$ cat src/rtl/uart_tx_arbiter.sv
// rtl/uart_tx_arbiter.sv - round-robin arbiter sharing one UART transmit line
// Optional even parity bit before stop when UART_TX_ARB_PARITY_EN is defined.
module uart_tx_arbiter #(
    parameter int NUM_REQ   = 4,
    parameter int DATA_BITS = 8,
    localparam int OWNER_W  = (NUM_REQ > 1) ? $clog2(NUM_REQ) : 1
) (
    input  logic                         clk,
    input  logic                         rst,
    input  logic                         tick,
    input  logic [NUM_REQ-1:0]           req,
    input  logic [NUM_REQ*DATA_BITS-1:0] data,
    output logic [NUM_REQ-1:0]           ack,
    output logic [OWNER_W-1:0]           owner,
    output logic                         busy,
    output logic                         txd
);
    localparam int CNT_W = $clog2(DATA_BITS);

`ifdef UART_TX_ARB_PARITY_EN
    typedef enum logic [2:0] {S_IDLE, S_START, S_DATA, S_PARITY, S_STOP} state_t;
`else
    typedef enum logic [1:0] {S_IDLE, S_START, S_DATA, S_STOP} state_t;
`endif

    state_t                 state_q;
    logic [NUM_REQ-1:0]     ack_q;
    logic [OWNER_W-1:0]     owner_q;
    logic [OWNER_W-1:0]     ptr_q;
    logic                   busy_q;
    logic                   txd_q;
    logic [DATA_BITS-1:0]   shift_q;
    logic [CNT_W-1:0]       cnt_q;
`ifdef UART_TX_ARB_PARITY_EN
    logic                   parity_q;
`endif

    logic [OWNER_W-1:0]     win_d;
    logic [OWNER_W-1:0]     idx_d;
    logic                   found_d;
    logic [DATA_BITS-1:0]   win_data_d;

    // Search starts just after the last winner so every pending requester gets a turn.
    always_comb begin
        win_d   = ptr_q;
        idx_d   = ptr_q;
        found_d = 1'b0;
        for (int k = 1; k <= NUM_REQ; k++) begin
            idx_d = OWNER_W'((int'(ptr_q) + k) % NUM_REQ);
            if (!found_d && req[idx_d]) begin
                found_d = 1'b1;
                win_d   = idx_d;
            end
        end
    end

    always_comb begin
        win_data_d = '0;
        for (int i = 0; i < NUM_REQ; i++) begin
            if (win_d == OWNER_W'(i)) begin
                win_data_d = data[i*DATA_BITS +: DATA_BITS];
            end
        end
    end

    always_ff @(posedge clk or posedge rst) begin
        if (rst) begin
            state_q  <= S_IDLE;
            ack_q    <= '0;
            owner_q  <= '0;
            ptr_q    <= OWNER_W'(NUM_REQ - 1);
            busy_q   <= 1'b0;
            txd_q    <= 1'b1;
            shift_q  <= '0;
            cnt_q    <= '0;
`ifdef UART_TX_ARB_PARITY_EN
            parity_q <= 1'b0;
`endif
        end else begin
            ack_q <= '0;
            if (tick) begin
                case (state_q)
                    // STOP shares IDLE's acceptance path so back-to-back frames have no gap.
                    S_IDLE, S_STOP: begin
                        if (|req) begin
                            shift_q        <= win_data_d;
                            ptr_q          <= win_d;
                            owner_q        <= win_d;
                            ack_q[win_d]   <= 1'b1;
                            busy_q         <= 1'b1;
                            txd_q          <= 1'b0;
                            state_q        <= S_START;
`ifdef UART_TX_ARB_PARITY_EN
                            parity_q       <= ^win_data_d;
`endif
                        end else begin
                            busy_q  <= 1'b0;
                            txd_q   <= 1'b1;
                            state_q <= S_IDLE;
                        end
                    end
                    S_START: begin
                        txd_q   <= shift_q[0];
                        shift_q <= shift_q >> 1;
                        cnt_q   <= '0;
                        state_q <= S_DATA;
                    end
                    S_DATA: begin
                        if (cnt_q == CNT_W'(DATA_BITS - 1)) begin
`ifdef UART_TX_ARB_PARITY_EN
                            txd_q   <= parity_q;
                            state_q <= S_PARITY;
`else
                            txd_q   <= 1'b1;
                            state_q <= S_STOP;
`endif
                        end else begin
                            txd_q   <= shift_q[0];
                            shift_q <= shift_q >> 1;
                            cnt_q   <= cnt_q + 1'b1;
                        end
                    end
`ifdef UART_TX_ARB_PARITY_EN
                    S_PARITY: begin
                        txd_q   <= 1'b1;
                        state_q <= S_STOP;
                    end
`endif
                    default: begin
                        busy_q  <= 1'b0;
                        txd_q   <= 1'b1;
                        state_q <= S_IDLE;
                    end
                endcase
            end
        end
    end

    assign ack   = ack_q;
    assign owner = owner_q;
    assign busy  = busy_q;
    assign txd   = txd_q;

endmodule

$ cat config.mk
export PLATFORM = sky130hd
export DESIGN_NAME = uart_tx_arbiter
export DESIGN_NICKNAME = d
export VERILOG_FILES = /design/src/rtl/uart_tx_arbiter.sv
export SDC_FILE = /design/constraint.sdc
export NUM_CORES = 1
export LEC_CHECK = 0
export ABC_AREA = 1
export BUFFER_PORTS_ARGS = -buffer_cell sky130_fd_sc_hd__buf_2
export CORE_ASPECT_RATIO = 0.6
export CORE_UTILIZATION = 34
export DETAILED_ROUTE_END_ITERATION = 6
export MAX_ROUTING_LAYER = met4
export PLACE_DENSITY_LB_ADDON = 0.1
export REMOVE_ABC_BUFFERS = 1
export SLEW_MARGIN = 20
export SYNTH_ARGS = -nofsm -noshare
export SYNTH_HDL_FRONTEND = slang
export SYNTH_SLANG_ARGS = --single-unit
$ cat constraint.sdc
create_clock -name clk -period 3.6 [get_ports clk]
set_input_delay 0.36 -clock clk [delete_from_list [all_inputs] [get_ports clk]]
set_output_delay 0.36 -clock clk [all_outputs]
set_load 0.05 [all_outputs]
==> results of run 1 <==
cells in the mapped netlist:
cell	instances
clkbuf_1	1
inv_1	31
nor2_1	19
nand3_2	2
nand2_1	78
nor3_1	2
nor4_1	1
inv_2	3
a21oi_1	11
a21oi_2	1
nor2_2	2
nand3b_1	1
inv_4	1
nand2_2	8
dfrtp_1	20
o211ai_1	2
dfstp_2	3
o21ai_0	14
nand3_1	21
nand2_4	4
nor2_4	2
o21ai_1	5
buf_6	3
mux2i_1	1
ha_1	4
worst paths after layout:
| check | start | depth (start not counted) | end | slack, ns |
|---|---|---|---|---|
| min in group clk | data[31] | 3 | shift_q[7] | 0.35 |
| worst max-delay path | ptr_q[0] | 13 | shift_q[1] | 1.43 |
| worst min-delay path | rst | 2 | cnt_q[0] | 0.26 |
| max in group asynchronous | rst | 2 | shift_q[1] | 2.81 |
| worst max register to register | ptr_q[0] | 13 | shift_q[1] | 1.43 |
| worst min register to register | busy | 2 | busy | 0.48 |
state kept, by name (all words and copies together), names as in the netlist:
register	cells
txd	1
ack	4
state_q	2
owner	2
shift_q	8
cnt_q	3
busy	1
ptr_q	2
metal layers:
| metal | routed length [um] | vias up | share of wire (%) | GRT usage [%] |
|---|---|---|---|---|
| met5 | 0 | - | 0 | - |
| met4 | 11 | 0 | 0.28 | 2.04 |
| met3 | 199 | 2 | 5.0 | 4.23 |
| met2 | 1490 | 35 | 38 | 22.8 |
| met1 | 2250 | 679 | 57 | 27.5 |
| li1 | - | 849 | - | - |
critical path, delay by kind of cell, from the launching register on:
family | cells | cell delay [ns]
AOI/OAI and AO/OA | 2 | 0.23
buffers and inverters | 2 | 0.15
DFF | 1 | 0.65
and+or+nand+nor | 9 | 1.02
logic make-up (layout without fill, tap and decap cells):
| family | after synthesis | after routing | share of synthesized area [%] |
|---|---|---|---|
| AND/OR/NAND/NOR | 140 | 140 | 39.5 |
| flip-flops | 23 | 23 | 35.6 |
| multiplexers | 1 | 1 | 0.615 |
| buffers and inverters | 39 | 85 | 10.5 |
| AO/OA/AOI/OAI | 33 | 33 | 10.7 |
| adder cells (fa/ha/maj) | 4 | 4 | 3.07 |
per-stage QoR:
stage	power (mW)	util, %	hold WS [ns]	setup slack [ns]	instances
floorplan	1.71	-	0.360	1.70	236
global placement	2.06	41.4	0.468	1.46	345
detailed placement	2.06	41.4	0.469	1.44	345
CTS	2.23	42.4	0.298	1.43	349
global route	2.46	42.4	0.352	1.23	349
finish	2.21	42.4	0.261	1.43	349
final cells by class:
class,count,share of cell area [%]
clock buffer,3,2.12
clock inverter,1,0.257
inverter,35,6.88
multi-input combinational,178,45.1
sequential,23,29.8
tap,63,4.05
timing repair buffer,46,11.8
power by group:
group / internal (mW) / switching, mW
combinational: 0.479 / 1.09
sequential: 0.396 / 0.0812
clock: 0.0772 / 0.0824
total: 0.952 / 1.26
==> summary.md, run 1 <==
| Metric | Value |
|---|---|
| Num CTS Buffers | 3 |
| Critical path cell sequence | inv_4, nand2_1, nand2_1, nand2_4, nand2_2, nor2_2, nand3_1, nand2_4, nand2_2, o21ai_0, inv_1, nand2_1, a21oi_2 |
| Clk buf depth | 2 |
| Slowest cell delay on critical path | 0.65 ns |
| Largest net degree at the start of global routing | 24 |
| F_max | 461 MHz |
| Skew final | 0.00136 ns |
| Post-CTS resize count | 0 |
| Most frequent cells in the layout | 78 x nand2_1, 46 x buf_2, 31 x inv_1 |
| Rel. slew slack | 42.7% |
| Slowest library cell on the worst path | dfstp_2 |
| Initial antenna violation count | 0 |
| Drt total wl | 3940 um |
| Worst-skew pair later-pin latency | 0.26 ns |
| Antenna Cells | 0 |
| Netlist cell types | 25 |
| P_leak | 1.11 nW |
| DR pass1 iterations | 4 |
| Post-CTS Hold Fix Bufs | 0 |
| Endpoints failing hold | 0 |
| Max cap viols | 0 |
| Drt initial violations | 47 |
| Register bit total from synthesis | 23 |
| Worst hold path type | input pin to asynchronous set/reset pin |
| Via density | roughly 4.5 |
| PD cells | about 1100 nW/um2 |
| Site row count | 19 |
| RSZ-0062 raised after global routing | no |
| Filler instances | around 500 |
| CTS tree | built |
| Routed Antenna Nets | 0 |
| Register area share after synthesis | 35.6% |
| Most frequent CP cell | nand2_1 |
| CP Data Arrival Time | about 2.3 ns |
| IO buf count | 46 |
| Crit Path Class | flip-flop to flip-flop |
| Fin area | 1950 um2 |
| Worst-path clk slew | 0.08 ns |
| Setup Fix Bufs, Post-CTS | 0 |
| Vias | 1565 |
| Post-Syn Instances | 240 |
| Crit path required time | 3.76 ns |
| Area of placed instances | between 1500 and 2000 um2 |
| Startpoint Class | flip-flop |
| Total global routing overflow | 0 |
| Number of global-route vias before repair | 1453 |
| Synthesis Warnings | 0 |
| Final period util | 60.2% |
| Crit path time final | ~2.2 ns |
| Synth top area cells | dfrtp_1 31%, nand2_1 18%, inv_1 7.1%, nand3_1 6.5%, dfstp_2 4.8% |
| Post-synthesis average cell area | 6.78 um2 |
| Gr usage total | 17.5% |
| Top-area cell type share of the netlist area | a little under a third |
| IO Count | 47 |
| Most area-hungry cell type in the Yosys netlist | dfrtp_1 |
| Max Transition Viols Final | 0 |
| H-tree levels | 1 |
| Sink Count | 23 |
| DIE HEIGHT | ~56 um |
| Nets@finish | 330 |
| First-pass GRT wire length | 6870 um |
| Cell Area, Synth | 1630 um2 |
| Synth-to-Final Area Change | 19.5% |
| Starting Density | a little over a third |
| Crit end category | flip-flop |
| Dpl hpwl | 3160 um |
| Worst Tran Pin Value | 0.858 ns |
| Fin Setup TNS | 0 ns |
| Fraction of layout cells with a size suffix above 1 | 26.6% |
| Final setup viols | 0 |
| Most common cell after layout, fill and taps aside | nand2_1 |
| Status | completed |
| Seq. cell area | 579 um2 |
| Placer Congestion | ~0.84 |
| Core area | 4590 um2 |
| DR DRC count | 0 |
| Peak supply drop | between 0.3 and 0.4 mV |
| Wirelength per Cell | 11.3 um |
| Multi-input gate area | 877 um2 |
| Die X | 91.3 um |
| CTS Root Cell | clkbuf_8 |
| Crit-path max FO | 14 |
| Die area | 5080 um2 |
Note: power is estimated with default switching activity, not from simulation.
==> run 2: changes to the inputs <==
==> constraint.sdc (replaced) <==
create_clock -name clk -period 2.2 [get_ports clk]
set_input_delay 0.22 -clock clk [delete_from_list [all_inputs] [get_ports clk]]
set_output_delay 0.22 -clock clk [all_outputs]
set_load 0.05 [all_outputs]
==> run 2 against run 1 <==
Against the previous run:
- register-to-register slack lost 1.4 ns
- cell count grew 5.7%
- wire length grew 16%
- critical path depth grew 1
- maximum frequency grew 2.3%
- sequential share of layout area shrank 3.9 points
- cell area grew 15%
- clock skew grew 0.0016 ns
- core utilization grew 6.4 points
==> summary.md, run 2 (synthesis results as in run 1) <==
| Metric | Value |
|---|---|
| Crit end category | flip-flop |
| Multi-input gate area | 1030 um2 (+17%) |
| DIE HEIGHT | 55.6 um (unchanged) |
| Crit-path max FO | 8 (-6) |
| Most common cell after layout, fill and taps aside | nand2_1 |
| Wirelength per Cell | 12.4 um (+9.4%) |
| Area of placed instances | 1940 um2 (+2.0%) |
| Dpl hpwl | 3300 um (+4.3%) |
| DR pass1 iterations | 4 (unchanged) |
| Site row count | 19 (unchanged) |
| CP Data Arrival Time | 2.27 ns (-0.05 ns) |
| IO buf count | 46 (unchanged) |
| Seq. cell area | 579 um2 (unchanged) |
| Sink Count | 23 (unchanged) |
| Worst Tran Pin Value | 0.494 ns (-0.365 ns) |
| First-pass GRT wire length | 7000 um (+2.0%) |
| Max Transition Viols Final | 0 (unchanged) |
| Antenna Cells | 0 (unchanged) |
| Total global routing overflow | 0 (unchanged) |
| Fraction of layout cells with a size suffix above 1 | 35.9% (+9.4 points) |
| Die X | 91.3 um (unchanged) |
| DR DRC count | 0 (unchanged) |
| Initial antenna violation count | 0 (unchanged) |
| Largest net degree at the start of global routing | 24 (unchanged) |
| Drt total wl | 4560 um (+16%) |
| F_max | 472 MHz (+2.3%) |
| Die area | 5080 um2 (unchanged) |
| Placer Congestion | 0.841 (+0.45%) |
| Fin area | 2240 um2 (+15%) |
| Endpoints failing hold | 0 (unchanged) |
| Synth-to-Final Area Change | 37.7% |
| Routed Antenna Nets | 0 (unchanged) |
| Most frequent cells in the layout | 72 x nand2_1, 46 x buf_2, 30 x inv_1 |
| Crit Path Class | flip-flop to flip-flop |
| Starting Density | 35.5% (unchanged) |
| Max cap viols | 0 (unchanged) |
| CTS Root Cell | clkbuf_8 |
| Max reg flops | 8 (unchanged) |
| Number of global-route vias before repair | 1424 (-2.0%) |
| IO Count | 47 (unchanged) |
| Filler instances | 458 (-8.6%) |
| Drt initial violations | 66 (+40%) |
| Crit path required time | 2.36 ns (-1.40 ns) |
| Rel. slew slack | 66.8% (+24 points) |
| Clk buf depth | 2 (unchanged) |
| Status | completed |
| H-tree levels | 1 (unchanged) |
| Num CTS Buffers | 3 (unchanged) |
| Vias | 1702 (+8.8%) |
| Fin Setup TNS | 0 ns (unchanged) |
| Worst-path clk slew | 0.08 ns (about the same) |
| Core area | 4590 um2 (unchanged) |
| Reg with most FFs | shift_q |
| Startpoint Class | flip-flop |
| RSZ-0062 raised after global routing | yes |
| Gr usage total | 18.0% (+0.48 points) |
| Worst hold path type | input pin to flip-flop |
| CTS tree | built |
| Via density | 4.61 (+2.9%) |
| Skew final | 0.00297 ns (+0.00162 ns) |
| Worst-skew pair later-pin latency | 0.26 ns (about the same) |
| Final setup viols | 0 (unchanged) |
| Nets@finish | 350 (+6.1%) |
| Final period util | 96.3% (+36 points) |
| Crit path time final | 2.12 ns (-0.0496 ns) |
## run 2: changes by cell type in the layout (fill, tap and decap cells not counted), sizes merged
| cell | delta |
|---|---|
| buf | +17 |
| dlygate4sd3 | +1 |
| clkinv | +1 |
| nand2 | +2 |
| inv | -1 |
## run 2: per-layer routing
metal	part of all wire, %	global-route usage, %	vias up
met1	55	29.1	764
met5	0	-	-
met2	40	22.4	40
met4	0.33	2.95	0
met3	4.4	3.83	2
li1	-	-	896
## run 2: repair_timing
action / CTS / global route
resized for setup: 0 / 33
hold buffers: 1 / 0
setup endpoints to repair: 0 / 8
buffers inserted: 0 / 12
hold endpoints to repair: 11 / 0
## run 2: per-stage QoR
stage | util, % | std cells | worst slack (ns) | hold WS, ns
floorplan | - | 236 | 0.297 | 0.220
global placement | 42.2 | 350 | 0.0980 | 0.284
detailed placement | 42.2 | 350 | 0.0689 | 0.282
CTS | 43.4 | 355 | 0.0539 | 0.217
global route | 48.8 | 369 | -0.0665 | 0.219
finish | 48.8 | 369 | 0.0820 | 0.218
## run 2: area by class of cell
| cell class | count | share of cell area [%] |
|---|---|---|
| Clock inverter | 1 | 0.223 |
| Inverter | 35 | 6.09 |
| Tap cell | 63 | 3.52 |
| Timing Repair Buffer | 64 | 16.6 |
| Sequential cell | 23 | 25.9 |
| Multi-Input combinational cell | 180 | 45.9 |
| Clock buffer | 3 | 1.84 |
## run 2: final timing paths
path                           from  slack, ns          to  depth (start not counted)
hold reg to reg                busy       0.48        busy                          2
max in group asynchronous       rst       1.38    ptr_q[0]                          4
hold / removal             data[31]       0.22  shift_q[7]                          3
min in group asynchronous       rst       0.53    cnt_q[0]                          4
setup / recovery           ptr_q[0]       0.08  shift_q[0]                         14
setup reg to reg           ptr_q[0]       0.08  shift_q[0]                         14
## run 2: critical path, stage by stage, from the launching register on
cell      delay, ns
dfstp_2        0.62
clkinv_4       0.11
nand2_2        0.10
nand2_4        0.07
nand2_4        0.10
nand2_4        0.07
inv_2          0.07
nand3_4        0.09
nand3_4        0.13
buf_4          0.14
nand2_4        0.07
o21ai_1        0.18
nand3_2        0.10
nand2_1        0.10
a21oi_2        0.05
Power of run 2 is not shown: default switching activity piles up to over one toggle a cycle in this logic, so the estimate is an artifact.
==> run 3: changes to the inputs <==
--- a/config.mk
+++ b/config.mk
@@ -8,7 +8,7 @@
 export ABC_AREA = 1
 export BUFFER_PORTS_ARGS = -buffer_cell sky130_fd_sc_hd__buf_2
 export CORE_ASPECT_RATIO = 0.6
-export CORE_UTILIZATION = 34
+export CORE_UTILIZATION = 50
 export DETAILED_ROUTE_END_ITERATION = 6
 export MAX_ROUTING_LAYER = met4
 export PLACE_DENSITY_LB_ADDON = 0.1
==> run 3 against run 2 <==
Against the previous run:
- register-to-register slack about the same
- non-clock buffer count fell by 3
- die area down 31%
- critical path depth is the same
- cell count is 6.8% lower
- flip-flop and latch count did not move
- largest cell class unchanged
- setup slack better by 0.0035 ns
- cell area fell by 6.0%
==> summary.md, run 3 (synthesis results as in run 1) <==
| Metric | Value |
|---|---|
| Total global routing overflow | 0 (unchanged) |
| Hold WS | 0.216 ns (-0.00153 ns) |
| DR DRC count | 0 (unchanged) |
| Worst hold path type | input pin to flip-flop |
| H-tree levels | 1 (unchanged) |
| Worst-skew pair later-pin latency | 0.26 ns (about the same) |
| Wirelength per Cell | 12.4 um (+0.73%) |
| Max reg flops | 8 (unchanged) |
| Initial antenna violation count | 0 (unchanged) |
| Crit path required time | 2.36 ns (about the same) |
| Worst-path clk slew | 0.08 ns (about the same) |
| Num CTS Buffers | 3 (unchanged) |
| Die X | 75.7 um (-17%) |
| Fraction of layout cells with a size suffix above 1 | 31.8% (-4.2 points) |
| Vias | 1710 (+0.47%) |
| Core area | 2980 um2 (-35%) |
| Largest net degree at the start of global routing | 24 (unchanged) |
| Reg with most FFs | shift_q |
| Skew final | 0.00206 ns (-0.000910 ns) |
| Clk buf depth | 2 (unchanged) |
| CP Data Arrival Time | 2.27 ns (about the same) |
| Final period util | 96.1% (-0.16 points) |
| DIE HEIGHT | 46.2 um (-17%) |
| Rel. slew slack | 72.1% (+5.3 points) |
| Gr usage total | 26.0% (+8.0 points) |
| Sink Count | 23 (unchanged) |
| Crit-path max FO | 10 (+2) |
| IO buf count | 46 (unchanged) |
| Via density | 4.97 (+7.8%) |
| Placer Congestion | 0.945 (+12%) |
| CTS Root Cell | clkbuf_8 |
| Most common cell after layout, fill and taps aside | nand2_1 |
| CTS tree | built |
| Site row count | 15 (-4) |
| Startpoint Class | flip-flop |
| Drt initial violations | 107 (+62%) |
| Routed Antenna Nets | 0 (unchanged) |
| Crit path time final | 2.11 ns (-0.00346 ns) |
| Nets@finish | 346 (-1.1%) |
| Post-route insts no fill | 344 (-6.8%) |
| Max cap viols | 0 (unchanged) |
| IO Count | 47 (unchanged) |
| Most frequent cells in the layout | 76 x nand2_1, 46 x buf_2, 31 x inv_1 |
| Max Transition Viols Final | 0 (unchanged) |
| Number of global-route vias before repair | 1432 (+0.56%) |
| DR pass1 iterations | 5 (+1) |
| Worst Tran Pin Value | 0.415 ns (-0.0783 ns) |
| Crit end category | flip-flop |
| Antenna Cells | 0 (unchanged) |
| Final setup viols | 0 (unchanged) |
| Die area | 3500 um2 (-31%) |
| Dpl hpwl | 3070 um (-6.9%) |
| Status | completed |
| DP Cell Count | 327 (-6.6%) |
| Crit Path Class | flip-flop to flip-flop |
| Starting Density | 54.5% (+19 points) |
| First-pass GRT wire length | 6440 um (-8.1%) |
| Synth-to-Final Area Change | 29.4% |
| F_max | 473 MHz (+0.16%) |
| Endpoints failing hold | 0 (unchanged) |
| Drt total wl | 4280 um (-6.1%) |
==> run 3: cell count changes in the layout (fill, tap and decap cells not counted), moves of 2 or more <==
cell,previous run,this run
nand2_2,10,8
buf_4,16,14
nand3_4,4,2
nand3_1,17,19
nand2_1,72,76
nand2_4,8,6
nor2_1,16,18
==> run 3: per-stage QoR <==
step / utilization [%] / cell area [um2] / setup TNS, ns / setup WS, ns
after CTS: 65.4 / 1950 / 0 / 0.0503
after floorplan: - / 1590 / 0 / 0.297
after global routing: 70.6 / 2110 / -0.0646 / -0.0260
after detailed placement: 63.5 / 1900 / 0 / 0.0634
after global placement: 63.5 / 1900 / 0 / 0.111
final: 70.6 / 2110 / 0 / 0.0855
==> run 3: what timing repair did <==
action,4_1_cts,5_1_grt
gates resized for setup,0,14
setup endpoints to repair,0,8
hold buffers,1,0
setup buffers,0,11
endpoints found under the hold margin,20,0
==> run 3: worst max-delay path, cell delays in order, from the launching register on <==
cell,delay (ns)
dfstp_2,0.62
inv_4,0.09
nand2_1,0.08
nand2_2,0.10
nand2_4,0.11
nand2_4,0.08
inv_2,0.08
nand3_4,0.09
nand3_4,0.10
nand2_4,0.08
buf_4,0.15
o21ai_1,0.14
nand3_1,0.12
nand2_1,0.09
a21oi_1,0.06
==> run 3: routing by layer <==
metal	vias up	global-route usage [%]	wire, um
met5	-	-	0
met4	0	4.44	35
met3	4	4.60	244
met2	60	37.3	1760
met1	767	38.3	2240
li1	879	-	-
==> run 3: layout make-up <==
cell class | instances | area, um2
timing repair buffer | 61 | 345
clock inverter | 1 | 5.00
clock buffer | 3 | 41.3
multi-input combinational | 179 | 950
tap | 42 | 52.6
fill | 258 | 877
sequential | 23 | 579
inverter | 35 | 134
==> run 3: final timing paths <==
path | startpoint | end | slack, ns | cells past startpoint
setup reg to reg | ptr_q[0] | shift_q[0] | 0.09 | 14
max in group asynchronous | rst | ptr_q[1] | 1.39 | 4
hold reg to reg | owner[0] | owner[0] | 0.49 | 2
hold / removal | data[31] | shift_q[7] | 0.22 | 3
setup / recovery | ptr_q[0] | shift_q[0] | 0.09 | 14
min in group asynchronous | rst | cnt_q[2] | 0.53 | 4
Power of run 3 is left out for the same reason.
